**src/rtl/instr_encoder.sv**
```systemverilog
// Encodes a field bundle into a 32-bit instruction word. Words queue in a small
// FIFO that drains to instruction memory at sequentially increasing addresses.
module instr_encoder #(
    parameter int          DEPTH     = 4,
    parameter logic [31:0] BASE_ADDR = 32'h0000_0000
) (
    input  logic                     clock,
    input  logic                     reset_n,
    input  logic                     clear,
    input  logic                     in_valid,
    output logic                     in_ready,
    input  logic                     in_nop,
    input  logic [1:0]               in_fmt_2,
    input  logic [5:0]               in_op_type_6,
    input  logic [4:0]               in_rs_addr_5,
    input  logic [4:0]               in_rt_addr_5,
    input  logic [4:0]               in_rd_addr_5,
    input  logic [4:0]               in_sh_amt_5,
    input  logic [15:0]              in_imm_val_16,
    input  logic [25:0]              in_imm_val_26,
    output logic                     out_valid,
    input  logic                     out_ready,
    output logic [31:0]              out_instr_32,
    output logic [31:0]              out_addr_32,
    output logic [$clog2(DEPTH):0]   out_count,
    output logic                     err_sticky
);

    localparam int PW = $clog2(DEPTH);
    localparam int CW = PW + 1;

    localparam logic [1:0] FMT_R      = 2'd0;
    localparam logic [1:0] FMT_I      = 2'd1;
    localparam logic [1:0] FMT_J      = 2'd2;

    logic [31:0]   mem_q [DEPTH];
    logic [PW-1:0] wr_ptr_q, wr_ptr_d;
    logic [PW-1:0] rd_ptr_q, rd_ptr_d;
    logic [CW-1:0] count_q, count_d;
    logic [31:0]   addr_q, addr_d;
    logic          err_q, err_d;
    logic          armed_q;

    logic [31:0]   word_d;
    logic          illegal;
    logic          accept;
    logic          push;
    logic          pop;

    always_comb begin
        word_d = '0;
        unique case (in_fmt_2)
            FMT_R:   word_d = {6'b000000, in_rs_addr_5, in_rt_addr_5, in_rd_addr_5,
                               in_sh_amt_5, in_op_type_6};
            FMT_I:   word_d = {in_op_type_6, in_rs_addr_5, in_rt_addr_5, in_imm_val_16};
            FMT_J:   word_d = {in_op_type_6, in_imm_val_26};
            default: word_d = {6'b000001, in_rs_addr_5, in_op_type_6[5:1], in_imm_val_16};
        endcase
        if (in_nop) begin
            word_d = '0;
        end
    end

    // REGIMM carries rt<<1, so an odd op is malformed; I/J opcodes 0 and 1
    // collide with the SPECIAL and REGIMM major opcodes.
    assign illegal = !in_nop &&
                     (((in_fmt_2 == 2'd3) && in_op_type_6[0]) ||
                      (((in_fmt_2 == FMT_I) || (in_fmt_2 == FMT_J)) &&
                       (in_op_type_6[5:1] == 5'd0)));

    // Handshake: a transfer happens on a rising edge where valid and ready
    // are both high; ready never looks at the consumer side in the same cycle.
    assign in_ready  = armed_q && !clear && (count_q < CW'(DEPTH));
    assign out_valid = (count_q != '0);

    assign accept = in_valid && in_ready;
    assign push   = accept && !illegal;
    assign pop    = out_valid && out_ready && !clear;

    always_comb begin
        wr_ptr_d = wr_ptr_q;
        rd_ptr_d = rd_ptr_q;
        count_d  = count_q;
        addr_d   = addr_q;
        err_d    = err_q;
        if (clear) begin
            wr_ptr_d = '0;
            rd_ptr_d = '0;
            count_d  = '0;
            addr_d   = BASE_ADDR;
            err_d    = 1'b0;
        end else begin
            if (push) begin
                wr_ptr_d = wr_ptr_q + 1'b1;
            end
            if (pop) begin
                rd_ptr_d = rd_ptr_q + 1'b1;
                addr_d   = addr_q + 32'd4;
            end
            unique case ({push, pop})
                2'b10:   count_d = count_q + 1'b1;
                2'b01:   count_d = count_q - 1'b1;
                default: count_d = count_q;
            endcase
            if (accept && illegal) begin
                err_d = 1'b1;
            end
        end
    end

    always_ff @(posedge clock or negedge reset_n) begin
        if (!reset_n) begin
            wr_ptr_q <= '0;
            rd_ptr_q <= '0;
            count_q  <= '0;
            addr_q   <= BASE_ADDR;
            err_q    <= 1'b0;
            armed_q  <= 1'b0;
        end else begin
            wr_ptr_q <= wr_ptr_d;
            rd_ptr_q <= rd_ptr_d;
            count_q  <= count_d;
            addr_q   <= addr_d;
            err_q    <= err_d;
            armed_q  <= 1'b1;
        end
    end

    // Storage needs no reset: a slot is only visible once the count covers it.
    always_ff @(posedge clock) begin
        if (push) begin
            mem_q[wr_ptr_q] <= word_d;
        end
    end

    assign out_instr_32 = out_valid ? mem_q[rd_ptr_q] : 32'h0000_0000;
    assign out_addr_32  = addr_q;
    assign out_count    = count_q;
    assign err_sticky   = err_q;

endmodule

```
**config.mk**
```make
export PLATFORM = sky130hd
export DESIGN_NAME = instr_encoder
export DESIGN_NICKNAME = d
export VERILOG_FILES = /design/src/rtl/instr_encoder.sv
export SDC_FILE = /design/constraint.sdc
export NUM_CORES = 1
export LEC_CHECK = 0
export BUFFER_PORTS_ARGS = -buffer_cell sky130_fd_sc_hd__buf_2
export CORE_UTILIZATION = 35
export CTS_CLUSTER_DIAMETER = 200
export CTS_CLUSTER_SIZE = 8
export DETAILED_ROUTE_END_ITERATION = 10
export GPL_ROUTABILITY_DRIVEN = 0
export HOLD_SLACK_MARGIN = 0.15
export PLACE_DENSITY_LB_ADDON = 0.12
export RECOVER_POWER = 50
export SETUP_SLACK_MARGIN = 0.15
export SLEW_MARGIN = 10
export SYNTH_ARGS = -nofsm -noshare
export SYNTH_HDL_FRONTEND = slang
export SYNTH_SLANG_ARGS = --single-unit
```
**constraint.sdc**
```tcl
create_clock -name clock -period 3.7 [get_ports clock]
set_input_delay 0.37 -clock clock [delete_from_list [all_inputs] [get_ports clock]]
set_output_delay 0.37 -clock clock [all_outputs]
set_load 0.05 [all_outputs]
```
Word level (Yosys, flattened, before mapping)
Memories as Yosys holds them, arrays and structs flattened.
Cells that the tools add are included.
{ "op_classes": {"n_addsub": 5, "magnitude_cmp": 1, "n_eq_ne": 5, "n_mux": 15, "reduce_logical": 22} }
{ "op_table": {"columns": ["operator", "count"], "rows": [
  ["$mux 32", 4],
  ["$pmux 32 s3", 1],
  ["$add 32x3->32 const B", 1],
  ["$logic_and 1x1->1", 10],
  ["$mux 2", 4],
  ["$eq 2x2->1 const B", 3],
  ["$pmux 3 s2", 1],
  ["$reduce_bool 2->1", 3],
  ["$reduce_bool 3->1", 2],
  ["$logic_not 5->1", 1],
  ["$add 2x1->2 const B", 2],
  ["$eq 2x1->1 const B", 2],
  ["$mux 1", 4],
  ["$add 3x1->3 const B", 1],
  ["$logic_not 1->1", 3],
  ["$lt 3x3->1 const B", 1],
  ["$mux 3", 1],
  ["$sub 3x1->3 const B", 1],
  ["$logic_not 2->1", 1],
  ["$logic_or 1x1->1", 2]
]} }
{ "totals": {"reg_bits": 41, "ramBits": 128, "input_bits": 76, "out_inout_bits": 70, "elab_cells": 55, "n_memories": 1} }
{ "mem_list": {"columns": ["memory", "words", "width", "read_ports", "rd_clocked_by_memory_dff", "wr", "line_no", "rtl"], "rows": [
  ["mem_q", 4, 32, 1, 0, 1, "36", "logic [31:0] mem_q [DEPTH];"]
]} }

Depth between registers and ports, before layout
Gate-level depths: netlist (run 1).
{ "logic_depth": {"depth_word": 10, "mapped_depth": 10, "depth_no_buf": 9} }

Least setup slack after synthesis (run 1)
OpenSTA, ideal clock, no wires.
{ "synth_timing": {"kind": "reg2out", "from": "register count_q[0] (netlist: out_count[0])", "to": "output port out_instr_32[22]", "arrival_time_ps": 2144, "required_time_ps": 3330, "path_slack_ps": 1186, "stages_incl_launch_ff": 5, "path_buffers": 2, "cell_sequence": "dfrtp_1 or3_1 clkbuf_1 clkbuf_1 and2_1"} }
{ "synth_between": {"elab_chain_cells": 2} }
{ "synth_lines": {"columns": ["element", "line_no", "rtl"], "rows": [
  ["from (decl)", "39", "logic [CW-1:0] count_q, count_d;"],
  ["from (signal assigned)", "122", "count_q <= count_d;"],
  ["$reduce_bool 3->1", "74", "assign out_valid = (count_q != '0);"],
  ["via out_valid", "21", "output logic out_valid,"],
  ["$mux 32", "136", "assign out_instr_32 = out_valid ? mem_q[rd_ptr_q] : 32'h0000_0000;"],
  ["to (decl)", "23", "output logic [31:0] out_instr_32,"]
]} }
The timed path passes the listed nets, and every way through them passes these cells.

Worst setup path after layout (run 1)
{ "layout_timing": {"from": "register count_q[1] (netlist: out_count[1])", "to": "register addr_q[20] (netlist: out_addr_32[20])"} }
{ "layout_between": {"elab_chain_cells": 4} }
{ "layout_lines": {"columns": ["element", "line_no", "rtl"], "rows": [
  ["$reduce_bool 3->1", "74", null],
  ["$logic_and 1x1->1 (2 in series)", "78", "assign pop = out_valid && out_ready && !clear;"],
  ["$reduce_bool 2->1 (no source line)", null, null],
  ["to (signal assigned)", "123", "addr_q <= addr_d;"],
  ["to (decl)", "40", "logic [31:0] addr_q, addr_d;"]
]} }
Every way passes these cells.
A chain may end at the register's enable or synchronous reset.

==> results of run 1 <==
==> power groups by stage <==
stage | sequential (W) | combinational (W) | clock, W
final | 0.00214 | 0.00198 | 0.00165
after global routing | 0.00215 | 0.00211 | 0.00176
after CTS | 0.00214 | 0.00204 | 0.00169
after detailed placement | 0.00218 | 0.00204 | 0
after global placement | 0.00218 | 0.00202 | 0
after floorplan | 0.00222 | 0.00149 | 0
==> metal layers <==
metal	up-vias	part of all wire, %	track usage (%)
li1	2213	-	-
met1	2379	44	21.3
met2	141	49	27.6
met3	16	6.2	3.74
met4	0	1.1	4.79
met5	-	0	0
==> stage by stage <==
stage	util [%]	cells	instance area (µm²)
finish	43.0	945	9060
global route	43.0	945	9060
CTS	43.3	945	9130
detailed placement	40.7	913	8570
global placement	40.7	913	8570
floorplan	-	515	7530
==> flip-flops by register name, indices dropped and copies added (netlist names) <==
| name | flops |
|---|---|
| out_addr_32 | 30 |
| rd_ptr_q | 2 |
| armed_q | 1 |
| out_count | 3 |
| wr_ptr_q | 2 |
| err_sticky | 1 |
| mem_q | 128 |
==> logic make-up after synthesis <==
kind of cell	Yosys count	share of synthesized area, %
and+or+nand+nor	170	12.6
muxes	36	10.1
xor gates and xnor gates	30	3.59
buffers and inverters	53	3.01
DFF	167	64.0
other	2	0.0997
AOI/OAI and AO/OA	46	4.82
adders and majority gates	10	1.76
==> worst min-delay path, cell delays in order <==
cell and delay [ps]:
buf_2 90, nand2_1 110, nand2_1 90, a21oi_1 60
==> synth_stat cells, drive strengths merged (6+ instances only) <==
master    n  area, µm²
ha        9        113
edfxtp  128       3840
nand2    17       63.8
xnor2    24        218
dfrtp    39        976
a222oi   16        160
nor4      9       75.1
inv      16       60.1
xor2      6       52.6
o21ai     9       45.0
a21oi     6       30.0
mux4     32        721
and2     38        240
nor3     14        120
buf      11       68.8
clkbuf   26       97.6
nand3     8       40.0
nor2     55        206
==> final cells by class <==
cell class	count	area [µm²]	share of cell area, %
Clock buffer	19	433	4.78
Clock inverter	12	111	1.23
Inverter	16	60.1	0.663
Multi-Input combinational cell	295	2480	27.4
Sequential cell	167	4820	53.2
Tap cell	275	344	3.80
Timing Repair Buffer	161	808	8.92
==> path summary, 6_finish.rpt <==
path | slack, ps | to | startpoint
max in group asynchronous | 1110 | rd_ptr_q[0]$_DFFE_PN0N_ | reset_n
setup reg to reg | 940 | out_addr_32[20]$_DFFE_PN0N_ | out_count[1]$_DFFE_PN0P_
min in group asynchronous | 1150 | out_addr_32[15]$_DFFE_PN0N_ | reset_n
hold reg to reg | 540 | err_sticky$_DFFE_PN0P_ | err_sticky$_DFFE_PN0P_
setup / recovery | 940 | out_addr_32[20]$_DFFE_PN0N_ | out_count[1]$_DFFE_PN0P_
hold / removal | 340 | out_addr_32[3]$_DFFE_PN0N_ | out_ready
==> timing repair <==
| item | CTS | global route |
|---|---|---|
| setup endpoints to repair | 0 | 0 |
| buffers inserted | 0 | 0 |
| hold buffers | 1 | 0 |
| hold endpoints to repair | 39 | 0 |
==> results.toml, run 1 <==
[pwr]
leakage_nw = 3.33
clock_power_share_pct = 28.6
p_total_w = 0.00577
irDropWorstVdd_uv = 403
p_int_w = 0.00365
swShare_pct = 36.7
power_switching_w = 0.00212
seqPwrFrac_pct = 37.1
pwr-share-comb_pct = 34.3
powerDensity_nw_per_um2 = 637

[run_status]
failed_checks = "max-capacitance violations, max-slew violations"
run_status = "complete, but fails checks"

[yosys]
syn_avg_cell_area_um2 = 14.6
synth_edf_count = 128
seq_area_frac_synth_pct = 64.0
postSynth.asyncResetShare_pct = 23.4
synth.distinct_cells = 44
synth-seq-cells = 167
syn-cell-area_um2 = 7530
ys_warn_count = 0
syn_inst = 514
synth_ff_type = "edfxtp_1"

[grt]
track_usage_pct = 16.5
grt_pass1_vias = 4982
grt_pass1_wl_um = 27300
grt_max_degree = 42
overflow = 0
antenna_found_initial = 0

[critical_path]
reg2reg_depth = 5
worstPathCellList = "o31a_1 > clkbuf_1 > nand4_1 > or3_1 > a21oi_1"
cp.depth = 5
critPathBufInv = 1
worstSetupPathType = "reg2reg"
end_kind = "register"
crit_family = "simple AND/OR/NAND/NOR gates"
cp.arrival_ps = 3100
worst_path_largest_cell_delay_ps = 820
crit_required_ps = 4040
crit_path_start_kind = "register"
cpMaxStageDelayCell = "nand4_1"
cp_max_fo = 13

[sta]
worst_pin_slew_ps = 2220
tns_ps = 0
timing.final.hold_violations = 0
relSlewSlack_pct = -48.3
fin_ws_ps = 937
fin_crit_ps = 2760
finClkSkew_ps = 6.46
final_max_slew_viol_count = 40
finalSetupViolCount = 0
fin_hold_ws_ps = 341
rsz0062_at_grt = "false"
fmax_mhz = 362
fin_crit_sh_pct = 74.7

[detailed_routing]
first_pass_iters = 5
ant_nets = 0
num_vias = 4749
vias_per_cell = 5.03
drc_errors = 0
drtIter0Drc = 288
wl_per_cell_um = 18.4
postRouteWirelength_um = 17400

[finish]
fillers = 1988
mostFrequentLayoutCells = "128 x edfxtp_1, 106 x buf_2, 55 x nor2_1, 42 x clkbuf_1, 38 x dfrtp_1"
area_growth_pct = 20.3
antenna_cells = 0
layout_commonest_cell = "edfxtp_1"
final_nets = 744
final_layout_size_suffix_gt1_share_pct = 30.0

[floorplanning]
die_area_um2 = 22100
core_area_um2 = 21100
die_y_um = 149
rows = 53
start_util_pct = 35.7
boundaryPins = 146
fp.dieW_um = 149

[clock_tree]
cts_inserted_buffers = 17
clk_latency_ps = 410
clk_pin_slew_ps = 60
h-tree-depth = 4
cts_root_buf = "clkbuf_16"
cts_tree = "yes"
clock_path_buffers = 2
cts.sinks = 167
cts_resized = 0

[placed_design]
post-dp-hpwl_um = 12100
post-place-ws_ps = 745
port_buffers = 143

[min_path]
hp-class = "in2reg"
holdPathStages = 4

[flow_run]
drv_cap = 1
Power figures use the tool's default switching activity.
==> inputs of run 2 (changes only) <==
- clock period: 3.7 -> 2.5 ns (I/O delays scaled with it)
==> results.toml, run 2 (synthesized netlist as in run 1, its figures left out) <==
[critical_path]
crit_family = "simple AND/OR/NAND/NOR gates"
critPathBufInv = 2
reg2reg_depth = 6
cp.arrival_ps = 2030
crit_path_start_kind = "register"
cpMaxStageDelayCell = "dfrtp_1"
worst_path_largest_cell_delay_ps = 450
worstPathCellList = "or3_1 > buf_4 > and2_1 > buf_2"
cp.depth = 4
worstSetupPathType = "reg2out"
cp_max_fo = 33
end_kind = "primary output"
crit_required_ps = 2250

[finish]
final_cell_count_no_fill = 956
final_layout_size_suffix_gt1_share_pct = 28.9
mostFrequentLayoutCells = "128 x edfxtp_1, 105 x buf_2, 55 x nor2_1, 48 x clkbuf_1, 36 x dfrtp_1"
regMostFlops = "mem_q"
final_nets = 754
layout_commonest_cell = "edfxtp_1"
area_growth_pct = 22.1
largest_reg_flops = 128
antenna_cells = 0

[floorplanning]
core_area_um2 = 21100
die_y_um = 149
boundaryPins = 146
start_util_pct = 35.7
die_area_um2 = 22100
fp.dieW_um = 149
rows = 53

[detailed_routing]
num_vias = 4879
postRouteWirelength_um = 18600
ant_nets = 0
drtIter0Drc = 290
drc_errors = 0
first_pass_iters = 5
vias_per_cell = 5.10
wl_per_cell_um = 19.4

[grt]
overflow = 0
grt_pass1_wl_um = 28700
grt_max_degree = 42
grt_pass1_vias = 5177
track_usage_pct = 17.6
antenna_found_initial = 0

[clock_tree]
h-tree-depth = 4
cts_tree = "yes"
clock_path_buffers = 2
cts_inserted_buffers = 17
clk_pin_slew_ps = 60
clk_latency_ps = 420
cts.sinks = 167
cts_root_buf = "clkbuf_16"

[sta]
worst_pin_slew_ps = 1600
rsz0062_at_grt = "false"
fin_crit_sh_pct = 91.1
final_max_slew_viol_count = 28
fin_ws_ps = 223
finClkSkew_ps = 8.55
finalSetupViolCount = 0
relSlewSlack_pct = -6.82
fin_crit_ps = 2280
fmax_mhz = 439
timing.final.hold_violations = 0

[run_status]
run_status = "complete, but fails checks"
failed_checks = "max-capacitance violations, max-slew violations"

[pwr]
irDropWorstVdd_uv = 527
powerDensity_nw_per_um2 = 945
leakage_nw = 3.36

[min_path]
hp-class = "in2reg"
holdPathStages = 4

[placed_design]
port_buffers = 143
dp_cells = 922
post-place-ws_ps = -69.7
post-dp-hpwl_um = 12800

[flow_run]
drv_cap = 1
==> run 2: repair_timing <==
action | in CTS | in global routing
hold buffers | 1 | 0
endpoints found under the setup margin | 28 | 1
resized for setup | 0 | 1
hold endpoints to repair | 25 | 0
setup buffers | 1 | 0
==> run 2: metrics by stage <==
step           utilization [%]  area, µm²  hold WS [ps]  power, W  TNS, ps
6_report                  43.6       9200           191   0.00869        0
5_1_grt                   43.6       9200           219   0.00908        0
4_1_cts                   44.3       9350           210   0.00886        0
3_5_place_dp              41.6       8770           325   0.00637    -69.7
3_3_place_gp              41.6       8770           323   0.00636        0
2_1_floorplan                -       7540         -45.6   0.00549        0
==> run 2: final timing paths <==
kind                                          start                          end  slack (ps)
setup reg to reg           out_count[1]$_DFFE_PN0P_     out_count[2]$_DFFE_PN0P_         280
setup / recovery           out_count[1]$_DFFE_PN0P_             out_instr_32[26]         220
hold / removal                            out_ready   out_addr_32[3]$_DFFE_PN0N_         190
hold reg to reg              err_sticky$_DFFE_PN0P_       err_sticky$_DFFE_PN0P_         530
max in group asynchronous                   reset_n     out_count[2]$_DFFE_PN0P_         670
min in group asynchronous                   reset_n  out_addr_32[27]$_DFFE_PN0N_         780
==> run 2: routing by layer <==
metal	vias up	track usage, %	share of wire, %
met5	-	0	0
met4	0	6.91	1.8
met3	19	3.13	5.0
met2	147	30.0	51
met1	2469	22.0	42
li1	2244	-	-
==> run 2: final cells by class <==
class                      count  area, µm²
fill                        1996      11900
sequential                   167       4820
multi-input combinational    295       2420
clock inverter                14        129
tap                          275        344
timing repair buffer         171        985
clock buffer                  18        429
inverter                      16       60.1
==> run 2: worst reg2reg max path, stage by stage (launching register included) <==
cell	delay (ps)
dfrtp_1	450
or3_1	420
nand2_2	140
nor3_1	70
fa_1	430
o31ai_2	270
mux2_1	340
==> run 2: report_power, final <==
group / internal (W) / total [W] / switching, W
sequential: 0.00309 / 0.00317 / 0.0000730
clock: 0.00138 / 0.00245 / 0.00108
combinational: 0.000937 / 0.00307 / 0.00214
total: 0.00541 / 0.00869 / 0.00328
